$ cat src/rtl/conv1_out_serializer.sv
// Buffers conv1 result vectors in a small FIFO and streams them one lane word per cycle.
// Optional macro CONV1_SER_RELU_EN clamps negative lane words to zero on m_data.
module conv1_out_serializer #(
  parameter int DATA_W   = 32,
  parameter int LANES    = 9,
  parameter int DEPTH    = 4,
  parameter int OUT_COLS = 26,
  parameter int OUT_ROWS = 34
) (
  input  logic                      clk,
  input  logic                      rst,
  input  logic                      valid_in,
  input  logic [LANES*DATA_W-1:0]   data_in,
  output logic                      ready_in,
  output logic                      overflow,
  output logic [DATA_W-1:0]         m_data,
  output logic [$clog2(LANES)-1:0]  m_lane,
  output logic                      m_valid,
  input  logic                      m_ready,
  output logic                      m_sof,
  output logic                      m_eol,
  output logic                      m_eof
);

  localparam int LANE_W = $clog2(LANES);
  localparam int PTR_W  = (DEPTH > 1) ? $clog2(DEPTH) : 1;
  localparam int CNT_W  = PTR_W + 1;
  localparam int COL_W  = (OUT_COLS > 1) ? $clog2(OUT_COLS) : 1;
  localparam int ROW_W  = (OUT_ROWS > 1) ? $clog2(OUT_ROWS) : 1;

  localparam logic [LANE_W-1:0] LAST_LANE = LANE_W'(LANES - 1);
  localparam logic [COL_W-1:0]  LAST_COL  = COL_W'(OUT_COLS - 1);
  localparam logic [ROW_W-1:0]  LAST_ROW  = ROW_W'(OUT_ROWS - 1);
  localparam logic [CNT_W-1:0]  FULL_CNT  = CNT_W'(DEPTH);

  typedef enum logic [1:0] {
    IDLE,
    PRIME,
    SEND
  } state_t;

  state_t state_reg, state_next;

  logic [PTR_W-1:0]  wr_ptr_reg, rd_ptr_reg;
  logic [CNT_W-1:0]  count_reg, count_next;
  logic [LANE_W-1:0] lane_reg, lane_next;
  logic [COL_W-1:0]  col_reg, col_next;
  logic [ROW_W-1:0]  row_reg, row_next;
  logic              m_valid_reg, m_valid_next;
  logic [DATA_W-1:0] m_data_reg;
  logic              overflow_reg;

  logic              push, drop, pop, hs, last_lane;
  logic              load_word;
  logic [PTR_W-1:0]  rd_addr;
  logic [LANE_W-1:0] rd_lane;
  logic [DATA_W-1:0] rd_word;

  logic [DATA_W-1:0] lane_in [LANES];
  logic [DATA_W-1:0] mem [DEPTH][LANES];

  genvar gi;
  generate
    for (gi = 0; gi < LANES; gi++) begin : g_unpack
      assign lane_in[gi] = data_in[gi*DATA_W +: DATA_W];
    end
  endgenerate

  function automatic logic [DATA_W-1:0] out_xform(input logic [DATA_W-1:0] w);
`ifdef CONV1_SER_RELU_EN
    return w[DATA_W-1] ? '0 : w;
`else
    return w;
`endif
  endfunction

  // Fullness is judged on the registered count; a same-cycle pop never frees the slot.
  assign push      = valid_in && (count_reg < FULL_CNT);
  assign drop      = valid_in && (count_reg == FULL_CNT);
  assign hs        = m_valid_reg && m_ready;
  assign last_lane = (lane_reg == LAST_LANE);

  always_ff @(posedge clk) begin
    if (push) begin
      for (int i = 0; i < LANES; i++) begin
        mem[wr_ptr_reg][i] <= lane_in[i];
      end
    end
  end

  assign rd_word = mem[rd_addr][rd_lane];

  always_comb begin
    state_next   = state_reg;
    m_valid_next = m_valid_reg;
    lane_next    = lane_reg;
    col_next     = col_reg;
    row_next     = row_reg;
    load_word    = 1'b0;
    pop          = 1'b0;
    rd_addr      = rd_ptr_reg;
    rd_lane      = '0;
    case (state_reg)
      IDLE: begin
        if (count_reg != '0) begin
          state_next = PRIME;
        end
      end
      PRIME: begin
        load_word    = 1'b1;
        m_valid_next = 1'b1;
        lane_next    = '0;
        state_next   = SEND;
      end
      SEND: begin
        if (hs) begin
          if (last_lane) begin
            pop       = 1'b1;
            lane_next = '0;
            if (col_reg == LAST_COL) begin
              col_next = '0;
              row_next = (row_reg == LAST_ROW) ? '0 : row_reg + ROW_W'(1);
            end else begin
              col_next = col_reg + COL_W'(1);
            end
            // The next vector is already resident, so lane 0 follows without a bubble.
            if (count_reg > CNT_W'(1)) begin
              load_word = 1'b1;
              rd_addr   = rd_ptr_reg + PTR_W'(1);
            end else begin
              m_valid_next = 1'b0;
              state_next   = IDLE;
            end
          end else begin
            load_word = 1'b1;
            lane_next = lane_reg + LANE_W'(1);
            rd_lane   = lane_reg + LANE_W'(1);
          end
        end
      end
      default: begin
        state_next = IDLE;
      end
    endcase
  end

  always_comb begin
    count_next = count_reg;
    case ({push, pop})
      2'b10:   count_next = count_reg + CNT_W'(1);
      2'b01:   count_next = count_reg - CNT_W'(1);
      default: count_next = count_reg;
    endcase
  end

  always_ff @(posedge clk) begin
    if (rst) begin
      state_reg    <= IDLE;
      wr_ptr_reg   <= '0;
      rd_ptr_reg   <= '0;
      count_reg    <= '0;
      lane_reg     <= '0;
      col_reg      <= '0;
      row_reg      <= '0;
      m_valid_reg  <= 1'b0;
      m_data_reg   <= '0;
      overflow_reg <= 1'b0;
    end else begin
      state_reg   <= state_next;
      count_reg   <= count_next;
      lane_reg    <= lane_next;
      col_reg     <= col_next;
      row_reg     <= row_next;
      m_valid_reg <= m_valid_next;
      if (push) begin
        wr_ptr_reg <= wr_ptr_reg + PTR_W'(1);
      end
      if (pop) begin
        rd_ptr_reg <= rd_ptr_reg + PTR_W'(1);
      end
      if (load_word) begin
        m_data_reg <= out_xform(rd_word);
      end
      if (drop) begin
        overflow_reg <= 1'b1;
      end
    end
  end

  assign ready_in = (count_reg < FULL_CNT);
  assign overflow = overflow_reg;
  assign m_data   = m_data_reg;
  assign m_lane   = lane_reg;
  assign m_valid  = m_valid_reg;

  // Flags qualify only a presented word, so they stay low while idle or in reset.
  assign m_sof = m_valid_reg && (lane_reg == '0) && (col_reg == '0) && (row_reg == '0);
  assign m_eol = m_valid_reg && last_lane && (col_reg == LAST_COL);
  assign m_eof = m_eol && (row_reg == LAST_ROW);

endmodule

$ cat config.mk
export PLATFORM = sky130hd
export DESIGN_NAME = conv1_out_serializer
export DESIGN_NICKNAME = d
export VERILOG_FILES = /design/src/rtl/conv1_out_serializer.sv
export SDC_FILE = /design/constraint.sdc
export NUM_CORES = 1
export LEC_CHECK = 0
export BUFFER_PORTS_ARGS = -buffer_cell sky130_fd_sc_hd__buf_2
export CAP_MARGIN = 5
export CORE_MARGIN = 2
export CORE_UTILIZATION = 40
export CTS_CLUSTER_DIAMETER = 200
export CTS_CLUSTER_SIZE = 8
export DETAILED_ROUTE_END_ITERATION = 6
export PLACE_DENSITY = 0.61
export SYNTH_ARGS = -nofsm -noshare
export SYNTH_HDL_FRONTEND = slang
export SYNTH_SLANG_ARGS = --single-unit
$ cat constraint.sdc
create_clock -name clk -period 7.9 [get_ports clk]
set_input_delay 0.395 -clock clk [delete_from_list [all_inputs] [get_ports clk]]
set_output_delay 0.395 -clock clk [all_outputs]
set_load 0.01 [all_outputs]
==> summary.md, run 1 <==
| Metric | Value |
|---|---|
| Initial drt markers | `2883` |
| PortBufs | `333` |
| Post-DRT Antenna Nets | `0` |
| Crit path max fanout | `157` |
| Register clock-pin slew on the reported worst setup and hold paths | `0.05 ns` |
| Inserted Clock Buffers | `169` |
| Yosys synthesis warning count | `0` |
| Async SR Flop Fraction | `0%` |
| Adder-Cell Fraction of Synth Area | `0.515%` |
| Post-synthesis simple-gate area fraction | `6.56%` |
| Htree depth | `4` |
| Worst EP required | `8.50 ns` |
| Routed wire length | `137 mm` |
| FP Rows | `127` |
| Clk network pwr share | `44.0%` |
| Die area | `124000 um2` |
| Worst hold-check path type | `in -> reg` |
| GRT overflow | `0` |
| CTS tree | `done` |
| Critical Path Sink Type | `flip-flop` |
| Final setup vio count | `0` |
| Compound-gate portion of the synthesized area | `6.87%` |
| Slew headroom | `3.28%` |
| WL/cell | `25.6 um` |
| Initial antenna violation count | `46` |
| Share of layout cells above drive strength 1 | `18.6%` |
| Critical Path AT | `5.63 ns` |
| Largest family of logic cells by synthesized area | `multiplexers` |
| Synth Area in XOR/XNOR | `0.322%` |
| Worst-Skew Late Latency | `0.77 ns` |
| Synth Cell Area | `48600 um2` |
| Tmin final | `5.02 ns` |
| Syn avg cell area | `16.2 um2` |
| Clk root buf | `clkbuf_16` |
| Worst path slowest cell | `nor4_1` |
| Max Fclk | `0.199 GHz` |
| Gp weighted congestion | `0.766` |
| Synth Instances | `3009` |
| Number of global-route vias before repair | `28900` |
| Initial Util | `40.4%` |
| Cell Pwr Density | `250 nW/um2` |
| Clock skew | `0.0278 ns` |
| Number of flops mapped to enable cells by yosys | `1152` |
| Leakage | `22.1 nW` |
| Post-synthesis mux area share | `10.2%` |
| Part of the Yosys area used for sequential elements | `73.5%` |
| # IOs | `334` |
| Overall global routing resource usage | `21.8%` |
| Cell variety after synth | `59` |
| Drt drc | `0` |
| Max cap viols | `0` |
| Max reg flops | `1152` |
| Cell mode on critical path | `buf_4` |
| Endpoints failing hold | `0` |
| Period utilisation layout | `63.6%` |
| VDD IR-drop max | `0.222 mV` |
| Commonest register cell after synthesis | `edfxtp_1` |
| CTS Sinks | `1210` |
| Status | `finished, final reports clean` |
| Sequential power share | `50.1%` |
| Mapped Nets | `3321` |
| Part of the power in combinational logic | `5.9%` |
| Critical path startpoint category | `flip-flop` |
| Nets | `3967` |
| Crit path largest cell delay | `0.77 ns` |
| Placed wire-length estimate | `82.0 mm` |
| Clock Path Buffers | `3` |
| Cell Int Power | `0.0117 W` |
| Die Ht | `353 um` |
| Total power | `0.0150 W` |
| Setup Buffers After CTS | `0` |
| Largest net degree at the start of global routing | `191` |
| Drt pass-1 iters | `6` |
| RSZ-0062 raised after global routing | `no` |
| Vias per cell | `5.52` |
| Layout Area Growth over Synthesis | `23.3%` |
| Crit path kind | `reg -> reg` |
| TNS Setup | `0 ns` |
| Slew Viols, Final | `0` |
| P_sw | `0.00325 W` |
| First-pass GRT wire length | `200 mm` |
| Sw frac | `21.7%` |
| Worst slew pin tran | `1.45 ns` |
| Vias | `29600` |
| Synthesis-stage register bit count | `1210` |
| Core Region | `120000 um2` |
| Chip width | `353 um` |
| CP Cell Sequence | `inv_1 > ha_1 > nand3b_4 > a211oi_4 > xnor2_2 > buf_12 > buf_4 > mux2i_1 > o221ai_1 > nor4_1 > buf_4 > o31ai_1` |
stage by stage:
| stage | setup slack [ns] | util (%) | area [um2] | hold slack [ns] | cells |
|---|---|---|---|---|---|
| 3_5_place_dp | 2.85 | 43.4 | 52300 | 0.480 | 4807 |
| 5_1_grt | 2.59 | 49.8 | 59900 | 0.108 | 5365 |
| 2_1_floorplan | 3.12 | - | 48600 | 0.484 | 3009 |
| 4_1_cts | 2.83 | 49.8 | 59900 | 0.0534 | 5354 |
| 6_report | 2.88 | 49.8 | 60000 | 0.0973 | 5374 |
| 3_3_place_gp | 2.95 | 43.4 | 52200 | 0.475 | 4804 |
cells in the final DEF, fill, tap and decap left out, types with 33 or more instances in the layout:
| cell type | n |
|---|---|
| mux2i_1 | 387 |
| nor4_1 | 81 |
| nand2_1 | 107 |
| dlygate4sd3_1 | 289 |
| and3_1 | 35 |
| clkbuf_16 | 174 |
| nor2_1 | 55 |
| nand3b_1 | 64 |
| nor2b_1 | 34 |
| a211oi_1 | 66 |
| edfxtp_1 | 1152 |
| nand3_1 | 40 |
| a21oi_1 | 167 |
| o221ai_1 | 64 |
| clkbuf_1 | 76 |
| or3_1 | 97 |
| dfxtp_1 | 56 |
| o21ai_0 | 68 |
| buf_4 | 57 |
| buf_2 | 335 |
| o22ai_1 | 33 |
cells in the mapped netlist (6+ instances only):
library cell | count | area, um2
mux4_2 | 32 | 721
nor2b_1 | 35 | 219
mux2_2 | 32 | 360
edfxtp_1 | 1152 | 34600
nand2_1 | 110 | 413
or3_1 | 97 | 607
buf_1 | 16 | 60.1
o21ai_0 | 68 | 340
clkbuf_1 | 143 | 537
nor4_1 | 100 | 626
o22ai_1 | 33 | 206
a22oi_1 | 32 | 240
and3_1 | 35 | 219
o32ai_1 | 32 | 280
o31ai_1 | 32 | 240
dfxtp_1 | 58 | 1160
o221ai_1 | 64 | 561
a21oi_1 | 167 | 836
nand3_1 | 40 | 200
xor2_1 | 9 | 78.8
a211oi_1 | 66 | 495
ha_1 | 20 | 250
buf_2 | 52 | 260
xnor2_1 | 7 | 61.3
and2_1 | 6 | 37.5
nor2_1 | 55 | 206
inv_1 | 14 | 52.6
nand3b_1 | 64 | 480
mux2i_1 | 387 | 3870
nor3_1 | 9 | 45.0
final timing paths:
path              endpoint  depth (start not counted)        from  slack [ns]
max             m_data[11]                         12   m_lane[0]        2.88
min          rd_ptr_reg[0]                          2         rst         0.1
max reg2reg     m_data[11]                         12   m_lane[0]        2.88
min reg2reg     m_data[26]                          2  m_data[26]        0.49
power by group through the flow:
stage	clock, W	sequential [W]	combinational, W
final	0.00659	0.00750	0.000886
after detailed placement	0	0.00762	0.000758
after global placement	0	0.00761	0.000750
after floorplan	0	0.00763	0.000349
after CTS	0.00671	0.00750	0.000896
after global routing	0.00697	0.00752	0.000959
worst max-delay path: cells and delay by family (launching register included):
kind                     cells  cell delay [ns]
AND/OR/NAND/NOR              2             0.98
flip-flops                   1             0.44
adder cells (fa/ha/maj)      1             0.28
XOR/XNOR                     1             0.25
AO/OA/AOI/OAI                3             0.66
multiplexers                 1             0.26
buffers and inverters        4             1.72
per-layer routing:
layer | up-vias | wire, um | global-route usage, %
met5 | - | 294 | 0
met2 | 1026 | 63600 | 33.8
li1 | 13300 | - | -
met4 | 50 | 2970 | 6.06
met3 | 223 | 11200 | 6.13
met1 | 15000 | 59300 | 30.0
layout make-up:
cell class	count	area [um2]
Clock inverter	8	104
Inverter	16	60.1
Antenna cell	20	50.0
Sequential cell	1210	35800
Tap cell	1612	2020
Clock buffer	250	4640
Fill cell	10100	60300
Multi-Input combinational cell	1566	12100
Timing Repair Buffer	692	5220
kinds of logic after synthesis:
kind of cell	count (synthesis)
flops	1210
simple gates	569
compound gates	509
mux	451
buf+inv	233
fa+ha+maj	20
xor+xnor	17
timing repair:
action                    in CTS  in global routing
hold endpoints to repair    1153                  0
resized for setup              0                  0
hold buffers                 289                  0
Power figures use the tool's default switching activity.
==> run 2: changes to the inputs <==
--- a/config.mk
+++ b/config.mk
@@ -12,7 +12,7 @@
 export CTS_CLUSTER_DIAMETER = 200
 export CTS_CLUSTER_SIZE = 8
 export DETAILED_ROUTE_END_ITERATION = 6
-export PLACE_DENSITY = 0.61
+export PLACE_DENSITY = 0.59
 export SYNTH_ARGS = -nofsm -noshare
 export SYNTH_HDL_FRONTEND = slang
 export SYNTH_SLANG_ARGS = --single-unit
==> constraint.sdc (replaced) <==
create_clock -name clk -period 4.92 [get_ports clk]
set_input_delay 0.246 -clock clk [delete_from_list [all_inputs] [get_ports clk]]
set_output_delay 0.246 -clock clk [all_outputs]
set_load 0.01 [all_outputs]
==> summary.md, run 2 (same netlist as run 1, synthesis figures left out) <==
| Metric | Value |
|---|---|
| Status | `finished, final reports clean (unchanged)` |
| Initial antenna violation count | `30 (was 46)` |
| Clock Path Buffers | `3 (unchanged)` |
| Vias | `29700 (was 29600)` |
| Critical Path AT | `4.84 ns (was 5.63 ns)` |
| Vias per cell | `5.49 (was 5.52)` |
| TNS Setup | `0 ns (unchanged)` |
| Fillers | `10100 (about the same)` |
| Commonest non-fill, non-tap cell in the layout | `edfxtp_1 (unchanged)` |
| Tmin final | `4.24 ns (was 5.02 ns)` |
| Hold WS | `0.231 ns (was 0.0973 ns)` |
| CTS Sinks | `1210 (unchanged)` |
| Part of the power in combinational logic | `6.2% (was 5.9%)` |
| Critical path startpoint category | `flip-flop (unchanged)` |
| PortBufs | `333 (unchanged)` |
| VDD IR-drop max | `0.338 mV (was 0.222 mV)` |
| WL/cell | `25.7 um (was 25.6 um)` |
| Worst R2R Path Depth | `11 (was 12)` |
| Sequential power share | `50.2% (was 50.1%)` |
| WHS Path Cells | `2 (unchanged)` |
| Worst slew pin tran | `1.21 ns (was 1.45 ns)` |
| Sw frac | `21.8% (was 21.7%)` |
| Slew headroom | `18.9% (was 3.28%)` |
| Slew Viols, Final | `0 (unchanged)` |
| Crit path largest cell delay | `0.89 ns (was 0.77 ns)` |
| Total power | `0.0240 W (was 0.0150 W)` |
| Largest net degree at the start of global routing | `193 (was 191)` |
| Worst-Skew Late Latency | `0.78 ns (was 0.77 ns)` |
| Drt pass-1 iters | `6 (unchanged)` |
| Reg-to-reg endpoint | `m_data[22] (was m_data[11])` |
| Met3 Use GR | `5.62% (was 6.13%)` |
| Max reg flops | `1152 (unchanged)` |
| Overall global routing resource usage | `22.1% (was 21.8%)` |
| Placed wire-length estimate | `86.7 mm (was 82.0 mm)` |
| Met1 usage | `31.1% (was 30.0%)` |
| R2r setup slk | `0.68 ns (was 2.88 ns)` |
| Drt drc | `0 (unchanged)` |
| Period utilisation layout | `86.1% (was 63.6%)` |
| Register clock-pin slew on the reported worst setup and hold paths | `0.06 ns (was 0.05 ns)` |
| Chip width | `353 um (unchanged)` |
| Clk root buf | `clkbuf_16 (unchanged)` |
| Routed wire length | `139 mm (was 137 mm)` |
| Htree depth | `4 (unchanged)` |
| Cell Pwr Density | `397 nW/um2 (was 250 nW/um2)` |
| Placed inst area | `52800 um2 (was 52300 um2)` |
| Global Route met2 Usage | `34.5% (was 33.8%)` |
| Grt peak-use layer | `met2 (unchanged)` |
| Initial Util | `40.4% (unchanged)` |
| Number of global-route vias before repair | `29500 (was 28900)` |
| Largest delay contributor family on the critical path | `simple AND/OR/NAND/NOR gates (was buffers and inverters)` |
| Max Fclk | `0.236 GHz (was 0.199 GHz)` |
| Cell Int Power | `0.0188 W (was 0.0117 W)` |
| RSZ-0062 raised after global routing | `no (unchanged)` |
| CTS-repair resized insts | `0 (unchanged)` |
| CP Cell Sequence | `inv_1 > ha_1 > nand3b_4 > a211oi_4 > xnor2_2 > buf_12 > buf_4 > mux2i_1 > o22ai_1 > nor4_2 > o31ai_1 (was inv_1 > ha_1 > nand3b_4 > a211oi_4 > xnor2_2 > buf_12 > buf_4 > mux2i_1 > o221ai_1 > nor4_1 > buf_4 > o31ai_1)` |
| Crit path max fanout | `42 (was 157)` |
| Worst path bufs/invs | `3 (was 4)` |
| CTS tree | `done (unchanged)` |
| End of the worst hold path | `mem[3][82] (was rd_ptr_reg[0])` |
| Leakage | `22.4 nW (was 22.1 nW)` |
| Inserted Clock Buffers | `169 (unchanged)` |
| Critical Path Sink Type | `flip-flop (unchanged)` |
| Share of layout cells above drive strength 1 | `19.4% (was 18.6%)` |
| Design Area, Final | `60500 um2 (was 60000 um2)` |
| Crit path kind | `reg -> reg (unchanged)` |
| Die area | `124000 um2 (unchanged)` |
| Endpoints failing hold | `0 (unchanged)` |
| Worst r2r src | `m_lane[0] (unchanged)` |
| Clk network pwr share | `43.6% (was 44.0%)` |
| Initial drt markers | `2927 (was 2883)` |
| Final setup vio count | `0 (unchanged)` |
| Most frequent cells in the layout | `1152 x edfxtp_1, 387 x mux2i_1, 334 x buf_2 (was 1152 x edfxtp_1, 387 x mux2i_1, 335 x buf_2)` |
| Final core utilization | `50.3% (was 49.8%)` |
| Worst EP required | `5.53 ns (was 8.50 ns)` |
| FP Rows | `127 (unchanged)` |
| First-pass GRT wire length | `203 mm (was 200 mm)` |
| Gp weighted congestion | `0.778 (was 0.766)` |
| Worst hold-check path type | `in -> reg (unchanged)` |
| Core Region | `120000 um2 (unchanged)` |
| Die Ht | `353 um (unchanged)` |
| Max cap viols | `0 (unchanged)` |
| P_sw | `0.00522 W (was 0.00325 W)` |
| Nets | `4009 (was 3967)` |
| Post-DRT Antenna Nets | `0 (unchanged)` |
| Hold Path Origin | `data_in[210] (was rst)` |
| Clock skew | `0.0338 ns (was 0.0278 ns)` |
| Layout Area Growth over Synthesis | `24.4% (was 23.3%)` |
| Worst path slowest cell | `nor4_2 (was nor4_1)` |
| GRT overflow | `0 (unchanged)` |
| # IOs | `334 (unchanged)` |
run 2: changes by cell type in the layout (fill, tap and decap cells not counted), moves of 2 or more:
cell | before | now
buf_4 | 57 | 78
dlygate4sd3_1 | 289 | 292
diode_2 | 20 | 18
clkbuf_16 | 174 | 172
clkbuf_1 | 76 | 73
buf_12 | 11 | 30
run 2: worst reg2reg max path, stage by stage (launching register included):
cell and delay, ns:
dfxtp_1 0.59, inv_1 0.14, ha_1 0.31, nand3b_4 0.21, a211oi_4 0.09, xnor2_2 0.49, buf_12 0.36, buf_4 0.43
mux2i_1 0.25, o22ai_1 0.15, nor4_2 0.89, o31ai_1 0.16
run 2: timing repair:
item	4_1_cts	5_1_grt
hold buffers	292	0
buffers inserted	0	0
endpoints found under the hold margin	1171	0
setup endpoints to repair	0	0
run 2: how the worst max path moves through the flow:
stage / end / startpoint / cells past startpoint
after floorplan: mem[0][0] / count_reg[2] / 4
after global placement: m_data[22] / m_lane[0] / 11
after detailed placement: m_data[26] / m_lane[0] / 12
after CTS: m_data[26] / m_lane[0] / 12
after global routing: m_data[26] / m_lane[0] / 12
final: m_data[22] / m_lane[0] / 11
run 2: area by class of cell:
type                            instances  area [um2]  area share (%)
Antenna cell                           18        45.0          0.0745
Clock buffer                          245        4580            7.57
Clock inverter                          9         113           0.186
Inverter                               16        60.1          0.0993
Multi-Input combinational cell       1566       12100            20.0
Sequential cell                      1210       35800            59.2
Tap cell                             1612        2020            3.34
Timing Repair Buffer                  734        5780            9.56
run 2: power by group through the flow:
stage / Clock (W) / Combinational [W] / Sequential (W)
floorplan: 0 / 0.000561 / 0.0123
global placement: 0 / 0.00126 / 0.0122
detailed placement: 0 / 0.00128 / 0.0122
CTS: 0.0107 / 0.00150 / 0.0120
global route: 0.0111 / 0.00159 / 0.0121
finish: 0.0105 / 0.00148 / 0.0120
run 2: stage by stage:
| step | std cells | setup slack, ns |
|---|---|---|
| after floorplan | 3009 | 0.142 |
| after global placement | 4845 | 0.272 |
| after detailed placement | 4846 | 0.670 |
| after CTS | 5392 | 0.608 |
| after global routing | 5405 | 0.405 |
| final | 5410 | 0.682 |
run 2: metal layers:
layer  wire length (um)  vias up
met4               2470       30
met5                197        -
met3              10400      197
met2              64400     1065
met1              61300    15000
li1                   -    13400
